`config.mk`:
```
export PLATFORM = sky130hd
export DESIGN_NAME = jkff_bank
export DESIGN_NICKNAME = d
export VERILOG_FILES = /design/src/rtl/jkff_bank.sv
export SDC_FILE = /design/constraint.sdc
export NUM_CORES = 1
export LEC_CHECK = 0
export ABC_AREA = 1
export BUFFER_PORTS_ARGS = -buffer_cell sky130_fd_sc_hd__buf_2
export CELL_PAD_IN_SITES_DETAIL_PLACEMENT = 1
export CELL_PAD_IN_SITES_GLOBAL_PLACEMENT = 1
export CORE_MARGIN = 3
export CORE_UTILIZATION = 29
export CTS_CLUSTER_DIAMETER = 120
export DETAILED_ROUTE_END_ITERATION = 8
export GPL_ROUTABILITY_DRIVEN = 0
export PLACE_DENSITY_LB_ADDON = 0.05
export REMOVE_ABC_BUFFERS = 1
export SYNTH_ARGS = -nofsm -noshare
export SYNTH_HDL_FRONTEND = slang
export SYNTH_SLANG_ARGS = --single-unit
```
`constraint.sdc`:
```
create_clock -name i_clk -period 1.7 [get_ports i_clk]
set_input_delay 0.17 -clock i_clk [delete_from_list [all_inputs] [get_ports i_clk]]
set_output_delay 0.17 -clock i_clk [all_outputs]
set_load 0.005 [all_outputs]
```
`src/rtl/jkff_bank.sv`:
```
// Bank of WIDTH JK-style flip-flops with run-time JK/D/T/SR mode and parallel load.
// Latency: one clock from any input to q/qbar/changed/sr_err/chg_cnt; no comb paths.
// Backpressure: none; the bank accepts new inputs on every rising edge.
//
// Ports:
//   i_clk        clock, rising-edge
//   i_rst_n      asynchronous active-low reset
//   i_en         mode-update enable (ignored while i_load=1)
//   i_mode       0=JK, 1=D, 2=T, 3=SR
//   i_load       parallel load strobe (highest priority)
//   i_load_data  parallel load value
//   i_j          per-bit J / D / T / S input
//   i_k          per-bit K / R input (unused in D and T modes)
//   i_err_clr    clears the sticky SR error flag
//   i_cnt_clr    clears the change-event counter
//   o_q          register state
//   o_qbar       registered complement of o_q
//   o_changed    bits that changed on the last edge
//   o_sr_err     sticky flag: illegal SR combination seen
//   o_chg_cnt    saturating count of edges on which q changed
module jkff_bank #(
  parameter int                 WIDTH   = 8,
  parameter logic [WIDTH-1:0]   RST_VAL = {WIDTH{1'b0}},
  parameter int                 CNT_W   = 8
) (
  input  logic             i_clk,
  input  logic             i_rst_n,
  input  logic             i_en,
  input  logic [1:0]       i_mode,
  input  logic             i_load,
  input  logic [WIDTH-1:0] i_load_data,
  input  logic [WIDTH-1:0] i_j,
  input  logic [WIDTH-1:0] i_k,
  input  logic             i_err_clr,
  input  logic             i_cnt_clr,
  output logic [WIDTH-1:0] o_q,
  output logic [WIDTH-1:0] o_qbar,
  output logic [WIDTH-1:0] o_changed,
  output logic             o_sr_err,
  output logic [CNT_W-1:0] o_chg_cnt
);

  localparam logic [1:0] MODE_JK = 2'd0;
  localparam logic [1:0] MODE_D  = 2'd1;
  localparam logic [1:0] MODE_T  = 2'd2;
  localparam logic [1:0] MODE_SR = 2'd3;

  logic [WIDTH-1:0] r_q;
  logic [WIDTH-1:0] r_qbar;
  logic [WIDTH-1:0] r_changed;
  logic             r_sr_err;
  logic [CNT_W-1:0] r_chg_cnt;

  logic [WIDTH-1:0] w_q_nxt;
  logic [WIDTH-1:0] w_diff;
  logic             w_sr_set;

  // Per-bit next state. Every case statement falls back to hold in its
  // default arm, so any X/Z on j/k (or mode) leaves the bit unchanged.
  always_comb begin
    w_q_nxt = r_q;
    if (i_load) begin
      w_q_nxt = i_load_data;
    end else if (i_en) begin
      for (int b = 0; b < WIDTH; b++) begin
        case (i_mode)
          MODE_JK: begin
            case ({i_j[b], i_k[b]})
              2'b01:   w_q_nxt[b] = 1'b0;
              2'b10:   w_q_nxt[b] = 1'b1;
              2'b11:   w_q_nxt[b] = ~r_q[b];
              default: w_q_nxt[b] = r_q[b];
            endcase
          end
          MODE_D: begin
            case (i_j[b])
              1'b0:    w_q_nxt[b] = 1'b0;
              1'b1:    w_q_nxt[b] = 1'b1;
              default: w_q_nxt[b] = r_q[b];
            endcase
          end
          MODE_T: begin
            case (i_j[b])
              1'b1:    w_q_nxt[b] = ~r_q[b];
              default: w_q_nxt[b] = r_q[b];
            endcase
          end
          MODE_SR: begin
            // 11 is illegal and holds the bit; it is flagged via w_sr_set.
            case ({i_j[b], i_k[b]})
              2'b01:   w_q_nxt[b] = 1'b0;
              2'b10:   w_q_nxt[b] = 1'b1;
              default: w_q_nxt[b] = r_q[b];
            endcase
          end
          default: w_q_nxt[b] = r_q[b];
        endcase
      end
    end
  end

  assign w_diff   = r_q ^ w_q_nxt;
  assign w_sr_set = ~i_load & i_en & (i_mode == MODE_SR) & (|(i_j & i_k));

  always_ff @(posedge i_clk or negedge i_rst_n) begin
    if (!i_rst_n) begin
      r_q       <= RST_VAL;
      r_qbar    <= ~RST_VAL;
      r_changed <= '0;
      r_sr_err  <= 1'b0;
      r_chg_cnt <= '0;
    end else begin
      r_q       <= w_q_nxt;
      r_qbar    <= ~w_q_nxt;
      r_changed <= w_diff;

      // Set has priority over clear so a concurrent illegal combo is never lost.
      if (w_sr_set) begin
        r_sr_err <= 1'b1;
      end else if (i_err_clr) begin
        r_sr_err <= 1'b0;
      end

      // Clear beats increment; increment saturates at all-ones.
      if (i_cnt_clr) begin
        r_chg_cnt <= '0;
      end else if ((|w_diff) && (r_chg_cnt != {CNT_W{1'b1}})) begin
        r_chg_cnt <= r_chg_cnt + CNT_W'(1);
      end
    end
  end

  assign o_q       = r_q;
  assign o_qbar    = r_qbar;
  assign o_changed = r_changed;
  assign o_sr_err  = r_sr_err;
  assign o_chg_cnt = r_chg_cnt;

endmodule

```
Yosys cells after proc, flatten, opt, wreduce, memory -nomap -nowiden
Index checks and enable logic that the tools add are counted.
- output and inout bits: 33
- word-level logic and storage cells: 109
- bits in writable memories: 0
- memories: 0
- ROM bits: 0
- register bits after elaboration: 33
- input bits: 32
- bits in latches: 0
- shift operators: 0
- reductions and logical operators: 6
- add/subtract/negate cells: 1
- multiply operators: 0
- equal/unequal tests: 28
- bitwise gates (word level): 23
- magnitude comparators: 0
- div/mod/pow operators: 0
- multiplexer cells: 46
- operators by type and width (kind ; count):
    equality test 2 bit, second input constant ; 18
    2-to-1 mux 8 bit ; 4
    case mux 1 bit (2 select lines) ; 16
    case mux 1 bit (4 select lines) ; 8
    case mux 1 bit (3 select lines) ; 8
    equality test 2 x 1 -> 1 bit, second input constant ; 9
    NOT 1 bit ; 17
    OR reduction 8 bit ; 2
    2-to-1 mux 1 bit ; 10
    adder 8 x 1 -> 8 bit, second input constant ; 1
    bitwise AND 8 bit ; 1
    != test 8 bit, second input constant ; 1
    NOT 8 bit ; 1
    bitwise XOR 8 bit ; 1
    nonzero test 2 bit ; 2
    bitwise AND 1 bit ; 3
    zero test 2 bit ; 1
    logical AND 1 bit ; 1

Logic depth before layout (Yosys ltp)
Gate-level depths: netlist of the first run.
- word-level depth: 10
- depth in mapped cells: 17
- gate-level depth less buffers: 17

Worst setup path after synthesis of the first run
No wires, ideal clock.
- kind: input port to flip-flop
- start point: in i_k[0]
- end point: reg r_chg_cnt[2] (netlist: o_chg_cnt[2])
- setup time: 0.066 ns
- data required time: 1.634 ns
- path slack: 0.026 ns
- stages on the path: 16
- path buffers: 0
- arrival time: 1.608 ns
- path through: inv_1 -> ha_1 -> or2_2 -> nand3_1 -> nand3_1 -> nand2_1 -> nand2_2 -> nand2_2 -> nand2_1 -> nand2_1 -> nand2_1 -> nor2_2 -> nand2_4 -> nand2_4 -> nand3_1 -> nand2_1
- word-level cells in the longest chain between the ends: 9
- elaborated cells on any way between the ends: 12
- those cells by class: eq/ne (3); mux (5); bitwise (1); reduce/logical (3)
- RTL lines (element ; RTL line ; RTL):
    start, declared ; 33 ; input logic [WIDTH-1:0] i_k,
    equality test 2 bit, or another cell as far along ; 68 ; case ({i_j[b], i_k[b]})
    case mux 1 bit (3 select lines) / case mux 1 bit (2 select lines) (equally long branches) ; 68, 90 ;
    case mux 1 bit (4 select lines) (*) ; 66 ; case (i_mode)
    2-to-1 mux 8 bit (*) ; 64 ; end else if (i_en) begin
    2-to-1 mux 8 bit (*) ; 62 ; if (i_load) begin
    bitwise XOR 8 bit (*) ; 102 ; assign w_diff = r_q ^ w_q_nxt;
    OR reduction 8 bit (*) ; 127 ; end else if ((|w_diff) && (r_chg_cnt != {CNT_W{1'b1}})) begin
    logical AND 1 bit (*) ; 127 ;
    nonzero test 2 bit (no line) (*) ; n/a ;
    end signal, assigned ; 128 ; r_chg_cnt <= r_chg_cnt + CNT_W'(1);
    end, declared ; 52 ; logic [CNT_W-1:0] r_chg_cnt;
Mark *: on every way between the ends. The rest lies on a longest branch, timed or not.
A chain may end at the register's enable or synchronous reset.

Worst setup path after layout of the first run
- start point: reg r_q[2] (netlist: o_q[2])
- end point: reg r_chg_cnt[5] (netlist: o_chg_cnt[5])
- word-level cells in the longest chain between the ends: 9
- elaborated cells on any way between the ends: 11
- those cells by class: mux (6); bitwise (2); reduce/logical (3)
- RTL lines (element ; RTL line ; RTL):
    start, declared ; 48 ; logic [WIDTH-1:0] r_q;
    start signal, assigned ; 113 ; r_q <= w_q_nxt;
    NOT 1 bit ; 71, 84 ;
    case mux 1 bit (3 select lines) / 2-to-1 mux 1 bit (equally long branches) ; 68, 83 ;
    case mux 1 bit (4 select lines) ; 66 ;
    2-to-1 mux 8 bit ; 64 ;
    2-to-1 mux 8 bit ; 62 ;
    bitwise XOR 8 bit (*) ; 102 ;
    OR reduction 8 bit (*) ; 127 ;
    logical AND 1 bit (*) ; 127 ;
    nonzero test 2 bit (no line) (*) ; n/a ;
Marks and branches as above.

==> metrics, run 1 <==
outcome=finished, violations left; failing checks=negative setup slack; most common cell after layout, fill and taps aside=buf_4; layout cells sized above 1=52.3%; Yosys Warn Count=0; Post-Synthesis Cell Area=2380 um2; setup ws final=-0.134 ns; fin util=46.9%; area added between synthesis and finish=54.9%; Worst-Skew Late Latency=0.28 ns; Achievable Freq=0.545 GHz; DR WL/cell=13.4 um; Final HPWL DP=5710 um; Detail Route Antenna Nets=0; largest net degree at the start of global routing=34; critical path class=reg2reg; Initial DRC Count=45; PD cells=663 nW/um2; Nets=524; Die ar.=9320 um2; footprint of the multi-input gates=1430 um2; Initial Utilization=30.3%; GRT Overall Usage=17.3%; Num CTS Buffers=5; setup_tns=-0.960 ns; number of fill cells=1024; distinct cell type count after synthesis=27; row cnt=32; CTS Buffer Depth=2; Mapped Cells=327; first-pass GRT wire length=12500 um; core footprint=7850 um2; commonest cells after routing, fill and taps aside=buf_4 (71), buf_2 (64), inv_1 (57); CTS tree=built; final non-filler cell total=578; Final Cycle Share=108%; Reg area=840 um2; maximum vdd drop=0.275 mV; via/cell ratio=4.57; RSZ-0062 raised after global routing=true; final WL=7760 um; IO buf count=64; Final Max Tran Viols=0; clk_skew=0.0115 ns; GRT overflow=0; DRT Pass-1 Iters=4; critical path endpoint category=register; DP Cell Count=549; register area share after synthesis=35.2%; via count=2641; final critical-path required period=1.83 ns; total of max-cap violations=0; slew margin rel.=70.4%; vias in the first global route=2674; Worst Hold Class=in2reg; DP Worst Slack=-0.284 ns; H-tree levels=2; Worst Tran Pin Value=0.445 ns; Worst Path Max Fanout=8; Die X=96.5 um; worst path required time=1.92 ns; die height=96.5 um; Clk pin slew, worst setup/hold paths=0.07 ns; DRC viols=0; startpoint types=register; n_diodes=0; CP Data Arrival Time=2.05 ns; final hold violations=0; root buffer cell=clkbuf_8; IO Pins=65; Leak=2.08 nW; clk sink count=33; Mapped Avg Cell Area=7.27 um2; FF+latch count, synth=33; Final setup violation count=8; overall power=2.44 mW; antenna violations before repair=0
## power by group
part,internal (mW),switching [mW]
registers,0.877,0.0485
logic,0.447,0.437
clock network,0.331,0.301
## through the flow
step | hold WS, ns | area, um2
after global routing | 0.125 | 3680
final | 0.0992 | 3680
after floorplan | -0.126 | 2350
after global placement | 0.236 | 3240
after detailed placement | 0.240 | 3240
after CTS | 0.0962 | 3580
## repair_timing
action,CTS,global route
setup endpoints to repair,8,9
pin swaps,20,21
cloned,1,0
hold buffers,1,0
buffers inserted,16,4
gates resized for setup,38,26
hold endpoints to repair,25,0
## critical path, cell delays in order (launching register included)
cell and delay [ns]:
dfrtp_2 0.44, inv_2 0.09, nand2_2 0.06, a21oi_2 0.14, nor2_2 0.05, nand2_2 0.07, nand2_2 0.07, nand2_2 0.08
nand2_1 0.07, nand2_2 0.10, nand2_4 0.07, nor2_4 0.16, nand2_4 0.11, nand2_8 0.11, nand3_2 0.08, nand2_2 0.06
## per-layer routing
layer,part of all wire (%),global-route usage (%),vias to the layer above,routed length (um)
met2,50,30.4,49,3890
li1,-,-,1315,-
met5,0,0,-,0
met3,3.6,3.41,10,277
met4,1.2,4.32,0,91
met1,45,21.6,1267,3500
## path summary, 6_finish.rpt
kind                         startpoint           end  slack [ns]  depth (start not counted)
max                              o_q[2]  o_chg_cnt[5]       -0.13                         15
min                           i_err_clr      o_sr_err         0.1                          2
max reg2reg                      o_q[2]  o_chg_cnt[5]       -0.13                         15
min reg2reg                o_chg_cnt[6]  o_chg_cnt[6]        0.53                          2
max in group asynchronous       i_rst_n     o_qbar[0]        0.90                          3
min in group asynchronous       i_rst_n  o_changed[6]        0.45                          3
## cell usage after synthesis
cell      number  share of area [%]
nor2_2         2               0.53
o21ai_0        5                1.1
or2_2          9                2.4
inv_1         65                 10
nor2_4         1               0.47
xnor2_1        1               0.37
nand2_1       77                 12
nand4_1        8                2.1
a21oi_1       13                2.7
dfstp_2        8                8.8
buf_2          1               0.21
ha_1          17                9.0
nor4_1         2               0.53
buf_6          1               0.47
inv_2          2               0.32
nor2_1         9                1.4
xor2_1         4                1.5
dfrtp_1       25                 26
nand3_1       43                9.1
nor3b_1        1               0.32
clkinv_2       1               0.21
nand2_2       17                4.5
o21ai_1        5                1.1
nand3b_1       1               0.32
a21oi_2        4                1.5
nand2_4        4                1.9
clkbuf_8       1               0.58
## final cells by class
class | count | area share, %
multi-input combinational | 224 | 38.7
tap | 102 | 3.47
timing repair buffer | 143 | 25.6
clock buffer | 8 | 2.45
inverter | 68 | 6.97
sequential | 33 | 22.8
## kinds of logic after synthesis
| logic type | Yosys count | synth area share, % |
|---|---|---|
| xor+xnor | 5 | 1.84 |
| flops | 33 | 35.2 |
| simple gates | 174 | 35.7 |
| buf+inv | 71 | 12.1 |
| fa+ha+maj | 17 | 8.95 |
| compound gates | 27 | 6.32 |
## registers in the layout (all words and copies together), names as in the netlist
register	cells
o_changed	8
o_chg_cnt	8
o_q	8
o_qbar	8
o_sr_err	1
No activity file was read; power rests on OpenSTA's default activity.
==> run 2, diff against run 1 <==
--- a/config.mk
+++ b/config.mk
@@ -6,12 +6,13 @@
 export NUM_CORES = 1
 export LEC_CHECK = 0
 export ABC_AREA = 1
-export BUFFER_PORTS_ARGS = -buffer_cell sky130_fd_sc_hd__buf_2
+export BUFFER_PORTS_ARGS = -buffer_cell sky130_fd_sc_hd__buf_4
 export CELL_PAD_IN_SITES_DETAIL_PLACEMENT = 1
 export CELL_PAD_IN_SITES_GLOBAL_PLACEMENT = 1
 export CORE_MARGIN = 3
 export CORE_UTILIZATION = 29
 export CTS_CLUSTER_DIAMETER = 120
+export CTS_CLUSTER_SIZE = 10
 export DETAILED_ROUTE_END_ITERATION = 8
 export GPL_ROUTABILITY_DRIVEN = 0
 export PLACE_DENSITY_LB_ADDON = 0.05
==> run 2 against run 1 <==
Effect of this change:
- the run still ends with negative setup slack left
- first-iteration DRC count fell by 47%
- non-clock buffer count increased by 2
- setup slack gained 0.048 ns
- power rose by 0.77%
- wire length rose by 3.1%
- global-route usage is 0.16 points higher
- design area rose by 4.3%
- sequential share of layout area shrank 0.90 points
- count of clock-buffer cells in the layout decreased by 2
==> metrics, run 2 (synthesis gave the netlist of run 1 again) <==
first-pass GRT wire length=12600 um; setup ws final=-0.0855 ns; root buffer cell=clkbuf_8; core footprint=7850 um2; IO buf count=64; CTS tree=built; row cnt=32; H-tree levels=2; Worst-Skew Late Latency=0.28 ns; CP Data Arrival Time=2.01 ns; area added between synthesis and finish=61.6%; reg2reg path depth=13; Setup crit end=o_chg_cnt[5]; IO Pins=65; Initial Utilization=30.3%; startpoint types=register; largest net degree at the start of global routing=34; via/cell ratio=4.56; PD cells=641 nW/um2; final WL=8000 um; Initial DRC Count=24; footprint of the multi-input gates=1430 um2; Final Cycle Share=105%; RSZ-0062 raised after global routing=true; Worst Setup SP=o_q[2]; failing checks=negative setup slack; Die X=96.5 um; layout cells sized above 1=52.4%; GRT overflow=0; die height=96.5 um; Die ar.=9320 um2; Reg area=841 um2; DP Cell Count=547; maximum vdd drop=0.315 mV; Final HPWL DP=5890 um; DRC viols=0; commonest cells after routing, fill and taps aside=buf_4 (143), nand2_1 (57), inv_1 (56); RR Endpoint=o_chg_cnt[5]; Nets=526; n_diodes=0; clock power share=23.6%; Worst Hold Class=in2reg; final critical-path required period=1.79 ns; clk sink count=33; hold_ws=0.101 ns; Achievable Freq=0.560 GHz; critical path class=reg2reg; final non-filler cell total=579; Switch Pwr=0.795 mW; via count=2643; CTS Buffer Depth=2; antenna violations before repair=0; outcome=finished, violations left; DP Worst Slack=-0.274 ns; setup_tns=-0.565 ns; clk_skew=0.00538 ns; slew margin rel.=68.8%; Final setup violation count=8; Detail Route Antenna Nets=0; number of fill cells=1030; Leak=2.13 nW; Seq pwr share=37.8%; Final Max Tran Viols=0; Sw Ratio=32.3%; Comb pwr share=38.6%; Worst Path Max Fanout=8; overall power=2.46 mW; worst path required time=1.92 ns; most common cell after layout, fill and taps aside=buf_4; vias in the first global route=2695; Clk pin slew, worst setup/hold paths=0.07 ns; RR Startpoint=o_q[2]; final hold violations=0; Num CTS Buffers=5; total of max-cap violations=0; critical path endpoint category=register; worst reg2reg setup slack=-0.09 ns; GRT Overall Usage=17.4%; DR WL/cell=13.8 um; cell-internal power=1.66 mW; Worst Tran Pin Value=0.468 ns; DRT Pass-1 Iters=4
-- run 2: cell types whose count changed in the layout (fill, tap and decap cells not counted), moves of 2 or more --
| cell | change |
|---|---|
| buf_6 | -7 |
| buf_2 | -64 |
| nand3_2 | +2 |
| buf_4 | +72 |
| nand2_2 | -5 |
| nand3_1 | -3 |
| nand2_1 | +5 |
-- run 2: worst min path at each step --
stage / start / end / slack (ns) / cells after the start
3_3_place_gp: i_rst_n / o_q[1] / 0.16 / 1
3_5_place_dp: i_rst_n / o_changed[1] / 0.16 / 1
5_1_grt: i_err_clr / o_sr_err / 0.11 / 2
6_report: i_err_clr / o_sr_err / 0.10 / 2
2_1_floorplan: i_rst_n / o_changed[0] / -0.13 / 0
4_1_cts: i_err_clr / o_sr_err / 0.09 / 2
-- run 2: final cells by class --
class	count	share of cell area [%]
Multi-Input combinational cell	224	37.3
Timing Repair Buffer	145	28.7
Sequential cell	33	21.9
Inverter	68	6.68
Tap cell	102	3.32
Clock buffer	6	1.89
Clock inverter	1	0.130
-- run 2: power by group through the flow --
stage | Combinational, mW | Sequential [mW] | Clock (mW)
after global routing | 1.06 | 0.940 | 0.632
after detailed placement | 0.797 | 0.941 | 0
after CTS | 0.896 | 0.931 | 0.612
final | 0.950 | 0.930 | 0.580
after global placement | 0.775 | 0.939 | 0
after floorplan | 0.301 | 0.945 | 0
-- run 2: worst max-delay path: stages, from the launching register on --
cell and delay, ns:
dfrtp_1 0.43, buf_4 0.16, buf_4 0.13, a21oi_2 0.13, nand2_2 0.08, nand2_2 0.08
nand2_2 0.06, nand2_4 0.07, nand2_4 0.06, nor2_4 0.16, nand2_4 0.11, nand2_8 0.12
nand3_4 0.07, nand2_2 0.06
-- run 2: routing by layer --
metal,track usage (%),vias to the layer above,routed length (um)
li1,-,1323,-
met4,3.04,0,48
met1,22.2,1272,3400
met3,2.79,4,316
met2,31.3,44,4230
met5,0,-,0
-- run 2: per-stage QoR --
step | utilization (%) | area (um2)
3_3_place_gp | 43.3 | 3390
2_1_floorplan | - | 2350
6_report | 48.9 | 3840
3_5_place_dp | 43.3 | 3390
5_1_grt | 48.9 | 3840
4_1_cts | 47.2 | 3700
-- run 2: repair_timing --
action,4_1_cts,5_1_grt
cloned,1,0
pin swaps,13,17
hold endpoints to repair,25,0
resized for setup,34,23
setup buffers,15,8
endpoints found under the setup margin,8,9
hold buffers,1,0
